==> src/rtl/uart_pkg.sv <==
// Shared types and constants for the decimal telemetry UART transmitter.
package uart_pkg;

  typedef enum logic [1:0] {
    PAR_NONE = 2'd0,
    PAR_EVEN = 2'd1,
    PAR_ODD  = 2'd2
  } parity_t;

  typedef enum logic [1:0] {
    ST_IDLE,
    ST_CONVERT,
    ST_LOAD,
    ST_WAIT
  } msg_state_t;

  localparam logic [7:0] ASCII_ZERO = 8'h30;
  localparam logic [7:0] ASCII_CR   = 8'h0D;
  localparam logic [7:0] ASCII_LF   = 8'h0A;

  function automatic int bit_period(input int clk_freq, input int baud);
    return clk_freq / baud;
  endfunction

endpackage

==> src/rtl/uart_dec_tx_if.sv <==
// Value handshake plus line/status outputs of the decimal UART transmitter.
interface uart_dec_tx_if #(
  parameter int VAL_W = 7
);
  logic             valid;
  logic [VAL_W-1:0] value;
  logic             ready;
  logic             busy;
  logic             tx;
  logic             done;

  modport master (output valid, value, input ready, busy, tx, done);
  modport slave  (input valid, value, output ready, busy, tx, done);
endinterface

==> src/rtl/uart_byte_tx.sv <==
// One-byte UART frame serialiser: start, 8 data bits LSB first, optional parity, stop bits.
module uart_byte_tx
  import uart_pkg::*;
#(
  parameter int BIT_PERIOD = 16,
  parameter int PARITY     = 0,
  parameter int STOP_BITS  = 1
) (
  input  logic       clk,
  input  logic       RST,
  input  logic       start,
  input  logic [7:0] data,
  output logic       tx,
  output logic       byte_done
);

  localparam int HAS_PAR    = (PARITY != int'(PAR_NONE)) ? 1 : 0;
  localparam int FRAME_BITS = 10 + HAS_PAR + (STOP_BITS - 1);
  localparam int CNT_W      = $clog2(BIT_PERIOD);
  localparam logic [CNT_W-1:0] CNT_TOP  = CNT_W'(BIT_PERIOD - 1);
  localparam logic [3:0]       IDX_LAST = 4'(FRAME_BITS - 1);

  logic                  active_q, active_d;
  logic [CNT_W-1:0]      cnt_q, cnt_d;
  logic [3:0]            idx_q, idx_d;
  logic [FRAME_BITS-1:0] shift_q, shift_d;
  logic [FRAME_BITS-1:0] frame;
  logic                  par_bit;

  always_comb begin
    par_bit   = (PARITY == int'(PAR_ODD)) ? ~(^data) : ^data;
    frame     = '1;
    frame[0]  = 1'b0;
    frame[8:1] = data;
    if (HAS_PAR != 0) frame[9] = par_bit;
  end

  // Idle line is high whenever no frame is in flight, including straight out of reset.
  assign tx        = ~active_q | shift_q[0];
  assign byte_done = active_q && (cnt_q == '0) && (idx_q == IDX_LAST);

  always_comb begin
    active_d = active_q;
    cnt_d    = cnt_q;
    idx_d    = idx_q;
    shift_d  = shift_q;
    if (!active_q) begin
      if (start) begin
        active_d = 1'b1;
        cnt_d    = CNT_TOP;
        idx_d    = '0;
        shift_d  = frame;
      end
    end else if (cnt_q != '0) begin
      cnt_d = cnt_q - 1'b1;
    end else if (idx_q == IDX_LAST) begin
      active_d = 1'b0;
    end else begin
      cnt_d   = CNT_TOP;
      idx_d   = idx_q + 4'd1;
      shift_d = {1'b1, shift_q[FRAME_BITS-1:1]};
    end
  end

  always_ff @(posedge clk or posedge RST) begin
    if (RST) begin
      active_q <= 1'b0;
      cnt_q    <= '0;
      idx_q    <= '0;
      shift_q  <= '1;
    end else begin
      active_q <= active_d;
      cnt_q    <= cnt_d;
      idx_q    <= idx_d;
      shift_q  <= shift_d;
    end
  end

endmodule

==> src/rtl/uart_dec_tx.sv <==
// Binary value -> saturated decimal ASCII (optional zero suppression, CR/LF) -> UART line.
//   state      | meaning
//   ST_IDLE    | ready, waiting for valid
//   ST_CONVERT | double-dabble, one value bit per cycle
//   ST_LOAD    | present next message byte, pulse serialiser start
//   ST_WAIT    | wait for serialiser byte_done
module uart_dec_tx
  import uart_pkg::*;
#(
  parameter int CLK_FREQ       = 50_000_000,
  parameter int BAUD_RATE      = 115200,
  parameter int VAL_W          = 7,
  parameter int DIGITS         = 3,
  parameter int PARITY         = 0,
  parameter int STOP_BITS      = 1,
  parameter int SUPPRESS_ZEROS = 1,
  parameter int APPEND_CRLF    = 1
) (
  input logic         clk,
  input logic         RST,
  uart_dec_tx_if.slave bus
);

  localparam int BIT_PERIOD = bit_period(CLK_FREQ, BAUD_RATE);
  localparam int MAX_VAL    = 10 ** DIGITS - 1;
  localparam int BCD_W      = 4 * DIGITS;
  localparam logic [2:0] LAST_IDX = 3'((APPEND_CRLF != 0) ? DIGITS + 1 : DIGITS - 1);
  localparam logic [4:0] BITS_TOP = 5'(VAL_W - 1);

  msg_state_t       state_q, state_d;
  logic [VAL_W-1:0] sh_q, sh_d;
  logic [BCD_W-1:0] bcd_q, bcd_d;
  logic [4:0]       bit_cnt_q, bit_cnt_d;
  logic [2:0]       msg_idx_q, msg_idx_d;
  logic             done_q, done_d;

  logic [VAL_W-1:0] val_sat;
  logic [BCD_W-1:0] bcd_adj, bcd_next;
  logic [2:0]       first_idx;
  logic [3:0]       digit;
  logic [7:0]       byte_data;
  logic             start;
  logic             byte_done;
  logic             tx_line;

  always_comb begin
    val_sat = (32'(bus.value) > 32'(MAX_VAL)) ? VAL_W'(MAX_VAL) : bus.value;
  end

  always_comb begin
    bcd_adj = bcd_q;
    for (int i = 0; i < DIGITS; i++) begin
      if (bcd_q[4*i +: 4] >= 4'd5) bcd_adj[4*i +: 4] = bcd_q[4*i +: 4] + 4'd3;
    end
    bcd_next = BCD_W'({bcd_adj, sh_q[VAL_W-1]});
  end

  // Most significant non-zero digit of the finished conversion; the last digit is always sent.
  always_comb begin
    first_idx = (SUPPRESS_ZEROS != 0) ? 3'(DIGITS - 1) : 3'd0;
    for (int i = 1; i < DIGITS; i++) begin
      if ((SUPPRESS_ZEROS != 0) && (bcd_next[4*i +: 4] != 4'd0)) first_idx = 3'(DIGITS - 1 - i);
    end
  end

  always_comb begin
    digit = '0;
    for (int i = 0; i < DIGITS; i++) begin
      if (msg_idx_q == 3'(DIGITS - 1 - i)) digit = bcd_q[4*i +: 4];
    end
    if (msg_idx_q < 3'(DIGITS))       byte_data = ASCII_ZERO | {4'd0, digit};
    else if (msg_idx_q == 3'(DIGITS)) byte_data = ASCII_CR;
    else                              byte_data = ASCII_LF;
  end

  always_comb begin
    state_d   = state_q;
    sh_d      = sh_q;
    bcd_d     = bcd_q;
    bit_cnt_d = bit_cnt_q;
    msg_idx_d = msg_idx_q;
    done_d    = 1'b0;
    start     = 1'b0;
    case (state_q)
      ST_IDLE: begin
        if (bus.valid) begin
          sh_d      = val_sat;
          bcd_d     = '0;
          bit_cnt_d = BITS_TOP;
          state_d   = ST_CONVERT;
        end
      end
      ST_CONVERT: begin
        bcd_d = bcd_next;
        sh_d  = sh_q << 1;
        if (bit_cnt_q == '0) begin
          msg_idx_d = first_idx;
          state_d   = ST_LOAD;
        end else begin
          bit_cnt_d = bit_cnt_q - 1'b1;
        end
      end
      ST_LOAD: begin
        start   = 1'b1;
        state_d = ST_WAIT;
      end
      ST_WAIT: begin
        if (byte_done) begin
          if (msg_idx_q == LAST_IDX) begin
            done_d  = 1'b1;
            state_d = ST_IDLE;
          end else begin
            msg_idx_d = msg_idx_q + 3'd1;
            state_d   = ST_LOAD;
          end
        end
      end
      default: state_d = ST_IDLE;
    endcase
  end

  always_ff @(posedge clk or posedge RST) begin
    if (RST) begin
      state_q   <= ST_IDLE;
      sh_q      <= '0;
      bcd_q     <= '0;
      bit_cnt_q <= '0;
      msg_idx_q <= '0;
      done_q    <= 1'b0;
    end else begin
      state_q   <= state_d;
      sh_q      <= sh_d;
      bcd_q     <= bcd_d;
      bit_cnt_q <= bit_cnt_d;
      msg_idx_q <= msg_idx_d;
      done_q    <= done_d;
    end
  end

  assign bus.ready = (state_q == ST_IDLE);
  assign bus.busy  = (state_q != ST_IDLE);
  assign bus.done  = done_q;
  assign bus.tx    = tx_line;

  uart_byte_tx #(
    .BIT_PERIOD (BIT_PERIOD),
    .PARITY     (PARITY),
    .STOP_BITS  (STOP_BITS)
  ) u_byte_tx (
    .clk       (clk),
    .RST       (RST),
    .start     (start),
    .data      (byte_data),
    .tx        (tx_line),
    .byte_done (byte_done)
  );

endmodule

==> src/flat_wrapper.sv <==
// flat-port wrapper written by rule: the top's interface ports become plain ports
module uart_dec_tx_flat import uart_pkg::*;
#(
  parameter int CLK_FREQ       = 50_000_000,
  parameter int BAUD_RATE      = 115200,
  parameter int VAL_W          = 7,
  parameter int DIGITS         = 3,
  parameter int PARITY         = 0,
  parameter int STOP_BITS      = 1,
  parameter int SUPPRESS_ZEROS = 1,
  parameter int APPEND_CRLF    = 1
)
  (clk, RST, bus_valid, bus_value, bus_ready, bus_busy, bus_tx, bus_done);
  uart_dec_tx_if #(.VAL_W(VAL_W)) bus_i ();
  input logic clk;
  input logic RST;
  input wire logic [$bits(bus_i.valid)-1:0] bus_valid;
  input wire logic [$bits(bus_i.value)-1:0] bus_value;
  output wire logic [$bits(bus_i.ready)-1:0] bus_ready;
  output wire logic [$bits(bus_i.busy)-1:0] bus_busy;
  output wire logic [$bits(bus_i.tx)-1:0] bus_tx;
  output wire logic [$bits(bus_i.done)-1:0] bus_done;
  assign bus_i.valid = bus_valid;
  assign bus_i.value = bus_value;
  assign bus_ready = bus_i.ready;
  assign bus_busy = bus_i.busy;
  assign bus_tx = bus_i.tx;
  assign bus_done = bus_i.done;
  uart_dec_tx #(.CLK_FREQ(CLK_FREQ), .BAUD_RATE(BAUD_RATE), .VAL_W(VAL_W), .DIGITS(DIGITS), .PARITY(PARITY), .STOP_BITS(STOP_BITS), .SUPPRESS_ZEROS(SUPPRESS_ZEROS), .APPEND_CRLF(APPEND_CRLF)) u_core (.clk(clk), .RST(RST), .bus(bus_i));
endmodule
==> config.mk <==
export PLATFORM = sky130hd
export DESIGN_NAME = uart_dec_tx_flat
export DESIGN_NICKNAME = d
export VERILOG_FILES = /design/src/rtl/uart_pkg.sv /design/src/rtl/uart_dec_tx_if.sv /design/src/rtl/uart_byte_tx.sv /design/src/rtl/uart_dec_tx.sv /design/src/flat_wrapper.sv
export SDC_FILE = /design/constraint.sdc
export NUM_CORES = 1
export LEC_CHECK = 0
export CAP_MARGIN = 20
export CORE_MARGIN = 2
export CORE_UTILIZATION = 60
export DETAILED_ROUTE_END_ITERATION = 16
export PLACE_DENSITY_LB_ADDON = 0.2
export SLEW_MARGIN = 5
export SYNTH_ARGS = -nofsm -noshare
export SYNTH_HDL_FRONTEND = slang
export SYNTH_SLANG_ARGS = --single-unit
==> constraint.sdc <==
create_clock -name clk -period 2.5 [get_ports clk]
set_input_delay 0.5 -clock clk [delete_from_list [all_inputs] [get_ports clk]]
set_output_delay 0.5 -clock clk [all_outputs]
set_load 0.01 [all_outputs]
==> results by group, run 1 <==
Status
  • Status: finished clean

Place
  • Final RePlAce weighted congestion: ~0.80
  • Final HPWL DP: between 3000 and 4000 µm
  • I/O Buffers: 13
  • Inst Count DP: between 400 and 500

Logic synthesis
  • Dominant synthesized flop cell: dfrtp_1
  • Yosys warnings: 0
  • Seq/Total Area, Yosys: 45.7%
  • Top cells by area, synth: dfrtp_1 (38%), dfstp_2 (8.1%), ha_1 (6.4%), nand2_1 (6.3%), o21ai_0 (4.6%)
  • Most frequent cell after synthesis: nand2_1
  • Yosys top cell by area: dfrtp_1
  • Mean Syn Cell Area: between 9 and 10 µm²
  • Post-synthesis cell count: approximately 320
  • Most frequent cells after synthesis: nand2_1 (49), dfrtp_1 (44), o21ai_0 (27)
  • Distinct cells, synth: 51
  • Synth Cell Area: 2930 µm²
  • EDFF count, synth: 0
  • Synthesis-stage register bit count: 53
  • Post-synth top area share: a little under two fifths
  • Net Count, Synth: about 350
  • Ys async rst share: 100%

Setup path
  • Crit path max-delay family: simple AND/OR/NAND/NOR gates
  • Max stage delay on crit path: slightly below 0.6 ns
  • Critical path type: register to register
  • Critical Path, Cell by Cell: inv_1 -> ha_1 -> or4b_4 -> or4_4 -> a21oi_4 -> a21boi_2 -> a21oi_1
  • Highest-delay cell along the critical path: or4_4
  • Worst Path Required: between 2 and 3 ns
  • Crit-path max FO: 6
  • WP data arrival: ~2.6 ns
  • Buf+Inv Stages, Crit Path: 1
  • Critical Path Start Type: register
  • CP Capture Type: register

STA
  • Crit share post-route: a little over nine tenths
  • Final Setup Violations: 0
  • Rel. slew slack: about three fifths
  • Min Tclk post-route: between 2 and 2.5 ns
  • RSZ-0062 raised after global routing: no
  • Slew @ Worst Pin: 0.617 ns
  • Slew Limit Fails: 0
  • Clk_skew: between 0.006 and 0.007 ns
  • Hold Worst Slack: between 0.4 and 0.5 ns
  • Fin Setup TNS: 0 ns
  • Fmax: 0.418 GHz
  • Hold Violations, Final: 0

CTS
  • Post-CTS Setup Bufs: 0
  • CTS Sinks: 53
  • H-Tree Depth: 2
  • Maximum buffer depth of the clock tree: 2
  • Hold_buf cts: 0
  • Root Driver: clkbuf_8
  • Clk Latency, worst-skew pair: roughly 0.31 ns
  • Resize count post-CTS: 0
  • Clk slew on worst S/H paths: ~0.1 ns
  • Total CTS buffers: 5
  • CTS tree: done

Pwr
  • Leak Pwr: 0.00144 µW
  • Pwr Density: between 1000 and 1500 nW/µm²
  • Max IR drop VDD: approximately 680 µV

Detailed routing
  • Drt total wl: roughly 5600 µm
  • Antenna Nets Post-Route: 0
  • Number of remaining DRC errors: 0
  • TritonRoute pass-1 iters: 4
  • Total number of vias: between 2000 and 2500
  • 1st-iter DRT viols: approximately 130
  • Via density: roughly 5.8
  • Avg WL per Cell: roughly 14 µm

GRT
  • Tot GR Track Use: 22.9%
  • First-pass GRT wire length: between 9000 and 10000 µm
  • GR Overflow Total: 0
  • Vias in the first global route: approximately 2200
  • Initial antenna violation count: 0
  • Largest net degree at the start of global routing: 54

Die
  • DIE HEIGHT: 73.9 µm
  • Placeable Area: around 4700 µm²
  • IO Count: 14
  • Die W: approximately 74 µm
  • Initial Utilization: 62.0%
  • Site Rows: 25
  • Die area: roughly 5500 µm²

Layout
  • Fin util: 70.1%
  • Nets@finish: roughly 370
  • Multi-input gate area: about 1500 µm²
  • Final non-filler cell total: roughly 410
  • Sequential cell area: ~1300 µm²
  • Layout Area Growth over Synthesis: 13.0%
  • Layout cell share with drive strength beyond 1: a little over a tenth
  • Diode count: 0
  • Fill cells: between 300 and 400

Run
  • Max-cap violations: 0

Worst hold path
  • Hold Path Class: register to register
-- power by group --
part / total, µW / leakage [µW] / internal [µW] / switching, µW
clock network: 594 / 0.0000585 / 300 / 294
logic: 1840 / 0.000751 / 808 / 1040
registers: 1480 / 0.000629 / 1190 / 290
total: 3910 / 0.00144 / 2290 / 1620
-- metal layers --
metal	vias up	track usage [%]	wire (µm)
met5	-	0	0
li1	1171	-	-
met3	9	3.84	172
met1	1133	32.2	2780
met4	0	8.28	98
met2	44	35.8	2590
-- final cells by class --
type | instances | area share (%)
clock buffer | 5 | 2.08
clock inverter | 3 | 1.32
timing repair buffer | 23 | 6.95
multi-input combinational | 236 | 44.2
inverter | 22 | 2.49
sequential | 53 | 40.4
tap | 67 | 2.53
-- worst reg2reg max path, cell delays in order, from the launching register on --
cell and delay [ns]:
dfrtp_1 0.40, inv_1 0.09, ha_1 0.22, or4b_4 0.53, or4_4 0.59, a21oi_4 0.20
a21boi_2 0.18, a21oi_1 0.08
-- worst paths after layout --
kind / startpoint / to / slack, ns / depth (start not counted)
max in group asynchronous: RST / u_core.u_byte_tx.shift_q[0] / 1.67 / 3
max reg2reg: u_core.u_byte_tx.cnt_q[0] / u_core.msg_idx_q[0] / 0.11 / 7
min reg2reg: u_core.u_byte_tx.shift_q[8] / u_core.u_byte_tx.shift_q[8] / 0.47 / 2
max: u_core.u_byte_tx.cnt_q[0] / u_core.msg_idx_q[0] / 0.11 / 7
min in group asynchronous: RST / u_core.u_byte_tx.idx_q[1] / 0.55 / 3
min: u_core.u_byte_tx.shift_q[8] / u_core.u_byte_tx.shift_q[8] / 0.47 / 2
-- metrics by stage --
stage          instance area, µm²  total power, µW  setup WS [ns]
6_report                     3310             3910          0.105
5_1_grt                      3310             4260        0.00707
4_1_cts                      3300             3930         0.0956
3_5_place_dp                 3190             3330          0.114
3_3_place_gp                 3190             3260          0.222
2_1_floorplan                2930             2840          0.279
-- state kept, by name, summed over array words and instances (netlist names) --
register	flops
u_core.sh_q	7
u_core.bit_cnt_q	5
u_core.u_byte_tx.active_q	1
u_core.u_byte_tx.shift_q	9
u_core.u_byte_tx.cnt_q	9
u_core.bcd_q	12
u_core.u_byte_tx.idx_q	4
u_core.bus.done	1
u_core.state_q	2
u_core.msg_idx_q	3
-- cell families after synthesis --
family                     after synthesis  synth area share (%)
buffers and inverters                   35                  4.61
and+or+nand+nor                        112                  18.5
DFF                                     53                  45.7
adders and majority gates               15                  6.41
xor gates and xnor gates                 9                  2.69
muxes                                    3                  1.03
AOI/OAI and AO/OA                       97                  21.1
-- cell usage in the layout, fill, tap and decap left out, drive strengths merged, types with 4 or more instances in the layout --
cell type      netlist  routed
a21oi               23      23
a22o                 6       6
a31oi               10      10
buf                  3      10
clkbuf              10       5
clkdlybuf4s50        0      13
dfrtp               44      44
dfstp                9       9
ha                  15      15
inv                 22      23
nand2               49      49
nand2b               4       4
nand3                5       5
nor2                26      26
nor2b                6       6
nor3                 4       4
o21ai               29      29
o22ai                6       6
o31ai                5       5
xor2                 6       6
Power figures use the tool's default switching activity.
==> run 2, diff against run 1 <==
Settings changed: SKIP_LAST_GASP set to 1, SYNTH_HIERARCHICAL set to 1.
==> run 2 against run 1 <==
Compared with the run above:
- global-route usage down 0.97 points
- combinational power down 4%
- critical endpoint is now u_core/u_byte_tx/idx_q[1]
- cell count up 6.8%
- first-iteration DRC count down 25%
- sequential power up 9%
- worst hold slack better by 0.0087 ns
- largest cell class unchanged
- fmax up 6.1%
- clock-buffer cell count up 3
- die area up 5.2%
- via count up 5.2%
==> results by group, run 2 <==
Status
  • Status: finished clean

Detailed routing
  • Antenna Nets Post-Route: 0 (unchanged)
  • 1st-iter DRT viols: 95 (-25%)
  • Via density: 5.67 (-1.6%)
  • Total number of vias: 2479 (+5.2%)
  • Drt total wl: 5890 µm (+4.3%)
  • Number of remaining DRC errors: 0 (unchanged)
  • Avg WL per Cell: 13.5 µm (-2.4%)
  • TritonRoute pass-1 iters: 4 (unchanged)

Pwr
  • Comb power frac: 46.0% (-1.1 points)
  • Leak Pwr: 0.00151 µW (+5.2%)
  • Fraction of power consumed by sequential logic: 42.1% (+4.4 points)
  • Psw: 1590 µW (-1.6%)
  • Pwr Density: 1120 nW/µm² (-4.9%)
  • Internal Power: 2230 µW (-2.8%)
  • Clk pwr share: 11.9% (-3.3 points)
  • Max IR drop VDD: 630 µV (-6.9%)
  • Sw Share: 41.7% (+0.29 points)

Setup path
  • Critical Path Start Type: register
  • Crit path max-delay family: compound AO/OA/AOI/OAI gates
  • Worst r2r src: u_core/u_byte_tx/cnt_q[0]
  • Reg2reg path depth: 6 (-1)
  • Critical Path Source: u_core/u_byte_tx/cnt_q[0]
  • Highest-delay cell along the critical path: nor4b_1
  • WP data arrival: 2.46 ns (-0.13 ns)
  • Worst Path Required: 2.70 ns (about the same)
  • Critical path type: register to register
  • R2R Setup Slk: 0.24 ns (+0.14 ns)
  • Max stage delay on crit path: 0.50 ns (-0.09 ns)
  • CP Capture Type: register
  • Critical Path, Cell by Cell: inv_1 -> ha_1 -> nor4b_1 -> a41oi_1 -> buf_4 -> o31ai_1
  • Reg-to-reg critical path endpoint: u_core/u_byte_tx/idx_q[1]
  • WP depth: 6 (-1)
  • Buf+Inv Stages, Crit Path: 2 (+1)
  • Crit path to: u_core/u_byte_tx/idx_q[1]
  • Crit-path max FO: 19 (+13)

Die
  • Die W: 75.8 µm (+2.6%)
  • IO Count: 14 (unchanged)
  • Initial Utilization: 61.3% (-0.72 points)
  • DIE HEIGHT: 75.8 µm (+2.6%)
  • Site Rows: 26 (+4.0%)
  • Die area: 5740 µm² (+5.2%)
  • Placeable Area: 5040 µm² (+6.8%)

Layout
  • Biggest register: u_core/bcd_q
  • Fill cells: 423 (+14%)
  • Most common cell after layout, fill and taps aside: nand2_1
  • Most frequent cells in the layout: nand2_1 (56), dfrtp_1 (44), o21ai_0 (26), nor2_1 (24), inv_1 (23)
  • Diode count: 0 (unchanged)
  • Nets@finish: 391 (+6.8%)
  • Largest registers: u_core/bcd_q x12, u_core/u_byte_tx/cnt_q x9, u_core/u_byte_tx/shift_q x9
  • Max reg flops: 12 (unchanged)
  • Design Area, Final: 3400 µm² (+2.7%)
  • Multi-input gate area: 1580 µm² (+7.8%)
  • Sequential cell area: 1340 µm² (unchanged)
  • Layout cell share with drive strength beyond 1: 11.7% (+1.2 points)
  • Layout Area Growth over Synthesis: 10.0%

CTS
  • H-Tree Depth: 2 (unchanged)
  • Root Driver: clkbuf_8
  • Post-CTS Setup Bufs: 0 (unchanged)
  • CTS tree: done
  • Total CTS buffers: 5 (unchanged)
  • Clk Latency, worst-skew pair: 0.30 ns (about the same)
  • Hold_buf cts: 0 (unchanged)
  • CTS Sinks: 53 (unchanged)
  • Resize count post-CTS: 0 (unchanged)
  • Maximum buffer depth of the clock tree: 2 (unchanged)
  • Clk slew on worst S/H paths: 0.09 ns (about the same)

Logic synthesis
  • Seq/Total Area, Yosys: 43.3% (-2.4 points)
  • Synthesized-area fraction occupied by adder cells: 6.07% (-0.33 points)
  • Mean Syn Cell Area: 8.88 µm² (-1.8%)
  • Distinct cells, synth: 58 (+14%)
  • EDFF count, synth: 0 (unchanged)
  • Post-synth top area share: 35.6% (-2.0 points)
  • Synthesis-stage register bit count: 53 (unchanged)
  • Synth Cell Area: 3090 µm² (+5.5%)
  • Post-synthesis cell count: 348 (+7.4%)
  • Post-Synth XOR/XNOR Area: 1.13% (-1.6 points)
  • Dominant synthesized flop cell: dfrtp_1
  • Most frequent cell after synthesis: nand2_1
  • Most frequent cells after synthesis: nand2_1 (56), dfrtp_1 (44), o21ai_0 (26)
  • Ys async rst share: 100% (unchanged)
  • Synth Area in Compound Gates: 18.5% (-2.6 points)
  • Largest family of logic cells by synthesized area: simple AND/OR/NAND/NOR gates
  • Multiplexer share of the synthesized area: 3.77% (+2.7 points)
  • Top cells by area, synth: dfrtp_1 (36%), dfstp_2 (7.7%), nand2_1 (6.8%), ha_1 (6.1%), o21ai_0 (4.2%)
  • Yosys warnings: 6 (+6)
  • Yosys top cell by area: dfrtp_1
  • Simple-gate portion of the synthesized area: 21.4% (+2.8 points)

Run
  • Max-cap violations: 0 (unchanged)

Worst hold path
  • Hold_sp: u_core/u_byte_tx/shift_q[0]
  • Hold Path Class: register to register

GRT
  • Initial antenna violation count: 0 (unchanged)
  • Largest net degree at the start of global routing: 31 (-43%)
  • GR Overflow Total: 0 (unchanged)
  • First-pass GRT wire length: 9780 µm (+0.71%)
  • Tot GR Track Use: 22.0% (-0.97 points)
  • Vias in the first global route: 2214 (+2.0%)

Place
  • Final HPWL DP: 4380 µm (+10%)
  • I/O Buffers: 13 (unchanged)
  • Final RePlAce weighted congestion: 0.974 (+22%)
  • Placed inst area: 3320 µm² (+4.1%)

STA
  • RSZ-0062 raised after global routing: no
  • Fin Setup TNS: 0 ns (unchanged)
  • Slew Limit Fails: 0 (unchanged)
  • Min Tclk post-route: 2.26 ns (-0.138 ns)
  • Fmax: 0.443 GHz (+6.1%)
  • Clk_skew: 0.00764 ns (+0.000723 ns)
  • Final Setup Violations: 0 (unchanged)
  • Slew @ Worst Pin: 0.631 ns (+0.0146 ns)
  • Crit share post-route: 90.3% (-5.5 points)
  • Rel. slew slack: 57.5% (-0.93 points)
  • Hold Violations, Final: 0 (unchanged)
## run 2: worst min path at each step
stage	depth (start not counted)	end
CTS	2	u_core/u_byte_tx/shift_q[0]
global route	2	u_core/u_byte_tx/shift_q[0]
global placement	2	u_core/u_byte_tx/shift_q[0]
floorplan	2	u_core/bcd_q[0]
finish	2	u_core/u_byte_tx/shift_q[0]
detailed placement	2	u_core/u_byte_tx/shift_q[0]
## run 2: kinds of logic (layout without fill, tap and decap cells)
logic type | count (synthesis) | in the layout
other | 1 | 2
adder cells (fa/ha/maj) | 15 | 15
multiplexers | 11 | 11
AO/OA/AOI/OAI | 93 | 93
buffers and inverters | 40 | 58
XOR/XNOR | 4 | 4
AND/OR/NAND/NOR | 131 | 131
flip-flops | 53 | 53
## run 2: stage by stage
step | setup WS, ns | hold slack, ns | total power [µW] | util (%) | std cells
CTS | 0.299 | 0.480 | 3840 | 67.4 | 437
global placement | 0.383 | 0.460 | 3320 | 65.9 | 429
floorplan | 0.236 | 0.451 | 2950 | - | 349
finish | 0.243 | 0.475 | 3820 | 67.4 | 437
global route | 0.0418 | 0.494 | 4180 | 67.4 | 437
detailed placement | 0.315 | 0.467 | 3380 | 65.9 | 429
## run 2: final cells by class
type / instances / area share [%]
clock buffers: 8 / 2.35
inverters: 24 / 2.65
multi-input cells: 256 / 46.4
flip-flops and latches: 53 / 39.3
well taps: 70 / 2.58
repair buffers: 26 / 6.70
## run 2: layer usage
layer  track usage (%)  vias to the layer above  routed length (µm)
met4              6.24                        0                  40
li1                  -                     1257                   -
met1              28.6                     1186                2760
met3              3.57                        4                 115
met5                 0                        -                   0
met2              37.7                       32                2970
## run 2: power by group through the flow
stage	Sequential, µW	Clock (µW)	Combinational, µW
finish	1610	453	1760
global route	1670	501	2020
CTS	1600	473	1770
floorplan	1490	0	1460
detailed placement	1620	0	1760
global placement	1610	0	1710
## run 2: worst min-delay path, cell delays in order, from the launching register on
cell and delay, ns:
dfstp_2 0.37, nand2_1 0.04, o21ai_0 0.06
==> run 3, diff against run 2 <==
Settings changed: CORE_UTILIZATION 60 to 58, CTS_CLUSTER_DIAMETER set to 80.
==> run 3 against run 2 <==
Compared with the run above:
- first-iteration DRC count rose by 11%
- sequential cell count did not move
- die area rose by 3.3%
- clock power rose by 8.6%
==> results by group, run 3 (same netlist as run 2, synthesis figures left out) <==
STA
  • Crit share post-route: 89.4% (-0.89 points)
  • Rel. slew slack: 62.7% (+5.1 points)
  • RSZ-0062 raised after global routing: no
  • Clk_skew: 0.00665 ns (-0.000988 ns)
  • Min Tclk post-route: 2.23 ns (-0.0223 ns)
  • Slew Limit Fails: 0 (unchanged)
  • Final Setup Violations: 0 (unchanged)
  • Fmax: 0.448 GHz (+1.0%)
  • Hold Violations, Final: 0 (unchanged)
  • Slew @ Worst Pin: 0.552 ns (-0.0789 ns)
  • Hold Worst Slack: 0.475 ns (+0.000398 ns)
  • Fin Setup TNS: 0 ns (unchanged)

Detailed routing
  • Antenna Nets Post-Route: 0 (unchanged)
  • 1st-iter DRT viols: 105 (+11%)
  • Total number of vias: 2488 (+0.36%)
  • Number of remaining DRC errors: 0 (unchanged)
  • Via density: 5.72 (+0.82%)
  • TritonRoute pass-1 iters: 4 (unchanged)
  • Avg WL per Cell: 13.6 µm (+0.95%)
  • Drt total wl: 5910 µm (+0.49%)

Layout
  • Biggest register: u_core/bcd_q
  • Most frequent cells in the layout: nand2_1 (56), dfrtp_1 (44), o21ai_0 (26), nor2_1 (24), inv_1 (23)
  • Nets@finish: 389 (-0.51%)
  • Diode count: 0 (unchanged)
  • Layout cell share with drive strength beyond 1: 11.8% (+0.064 points)
  • Fill cells: 460 (+8.7%)
  • Largest registers: u_core/bcd_q x12, u_core/u_byte_tx/cnt_q x9, u_core/u_byte_tx/shift_q x9
  • Max reg flops: 12 (unchanged)
  • Most common cell after layout, fill and taps aside: nand2_1
  • Layout Area Growth over Synthesis: 10.3%

Setup path
  • Critical path type: register to register
  • Crit-path max FO: 5 (-14)
  • WP data arrival: 2.47 ns (about the same)
  • Max stage delay on crit path: 0.53 ns (+0.03 ns)
  • Critical Path, Cell by Cell: inv_1 -> ha_1 -> or4b_1 -> nor3_4 -> nand2_1 -> o22ai_2 -> mux2_1 -> o21ai_1
  • Critical Path Start Type: register
  • Highest-delay cell along the critical path: or4b_1
  • Worst Path Required: 2.73 ns (+0.03 ns)
  • CP Capture Type: register

Place
  • Final HPWL DP: 4250 µm (-2.9%)
  • I/O Buffers: 13 (unchanged)
  • Final RePlAce weighted congestion: 0.896 (-8.0%)

Die
  • Placeable Area: 5140 µm² (+1.9%)
  • Site Rows: 26 (unchanged)
  • IO Count: 14 (unchanged)
  • Die W: 77.0 µm (+1.6%)
  • DIE HEIGHT: 77.0 µm (+1.6%)
  • Initial Utilization: 60.1% (-1.2 points)
  • Die area: 5930 µm² (+3.3%)

CTS
  • CTS Sinks: 53 (unchanged)
  • CTS tree: done
  • Clk Latency, worst-skew pair: 0.30 ns (about the same)
  • Clk slew on worst S/H paths: 0.09 ns (about the same)
  • Total CTS buffers: 5 (unchanged)
  • Maximum buffer depth of the clock tree: 2 (unchanged)
  • Post-CTS Setup Bufs: 0 (unchanged)
  • Hold_buf cts: 0 (unchanged)
  • Resize count post-CTS: 0 (unchanged)
  • H-Tree Depth: 2 (unchanged)
  • Root Driver: clkbuf_8

GRT
  • Tot GR Track Use: 21.6% (-0.31 points)
  • Largest net degree at the start of global routing: 31 (unchanged)
  • Vias in the first global route: 2388 (+7.9%)
  • Initial antenna violation count: 0 (unchanged)
  • GR Overflow Total: 0 (unchanged)
  • First-pass GRT wire length: 10600 µm (+8.5%)

Worst hold path
  • Hold Path Class: register to register

Pwr
  • Pwr Density: 1130 nW/µm² (+0.95%)
  • Max IR drop VDD: 590 µV (-6.3%)
  • Leak Pwr: 0.00152 µW (+0.19%)

Status
  • Status: finished clean

Run
  • Max-cap violations: 0 (unchanged)
==> run 3: changes by cell type in the layout (fill, tap and decap cells not counted) <==
cell	change
buf_4	-3
clkbuf_1	-3
buf_12	+1
clkbuf_8	+1
clkinv_1	+1
clkinv_2	+1
==> run 3: final timing paths <==
kind | depth (start not counted) | slack [ns] | startpoint | endpoint
worst max-delay path | 8 | 0.27 | u_core/u_byte_tx/cnt_q[0] | u_core/msg_idx_q[1]
worst min-delay path | 2 | 0.48 | u_core/u_byte_tx/shift_q[0] | u_core/u_byte_tx/shift_q[0]
worst max register to register | 8 | 0.27 | u_core/u_byte_tx/cnt_q[0] | u_core/msg_idx_q[1]
worst min register to register | 2 | 0.48 | u_core/u_byte_tx/shift_q[0] | u_core/u_byte_tx/shift_q[0]
max in group asynchronous | 3 | 1.53 | RST | u_core/u_byte_tx/shift_q[8]
min in group asynchronous | 3 | 0.64 | RST | u_core/bcd_q[8]
==> run 3: critical path, delay by kind of cell (launching register included) <==
kind | cells | cell delay [ns]
mux | 1 | 0.35
simple gates | 3 | 0.85
fa+ha+maj | 1 | 0.24
buf+inv | 1 | 0.12
flops | 1 | 0.39
compound gates | 2 | 0.23
==> run 3: metal layers <==
| metal | wire length, µm | vias up | share of wire, % | GRT usage, % |
|---|---|---|---|---|
| met1 | 2830 | 1181 | 48 | 27.3 |
| met2 | 2880 | 43 | 49 | 39.1 |
| met3 | 139 | 7 | 2.4 | 2.82 |
| li1 | - | 1257 | - | - |
| met4 | 64 | 0 | 1.1 | 5.89 |
| met5 | 0 | - | 0 | 0 |
==> run 3: power by group <==
group          internal (µW)  total, µW  leakage, µW  switching [µW]
combinational            783       1770     0.000836             987
clock                    220        492    0.0000486             272
sequential              1250       1610     0.000632             353
total                   2260       3870      0.00152            1610
==> run 3: metrics by stage <==
| stage | utilization, % | cells | instance area (µm²) | worst slack, ns | total power (µW) |
|---|---|---|---|---|---|
| after global routing | 66.3 | 435 | 3410 | 0.120 | 4220 |
| after global placement | 64.6 | 427 | 3320 | 0.383 | 3320 |
| after CTS | 66.3 | 435 | 3410 | 0.268 | 3890 |
| final | 66.3 | 435 | 3410 | 0.266 | 3870 |
| after floorplan | - | 349 | 3090 | 0.236 | 2950 |
| after detailed placement | 64.6 | 427 | 3320 | 0.312 | 3390 |
==> run 3: cell type report <==
cell class | instances | area (µm²) | area share [%]
multi-input combinational | 256 | 1580 | 46.3
sequential | 53 | 1340 | 39.2
timing repair buffer | 24 | 225 | 6.61
inverter | 24 | 90.1 | 2.64
tap | 70 | 87.6 | 2.57
clock buffer | 6 | 82.6 | 2.42
clock inverter | 2 | 8.76 | 0.257
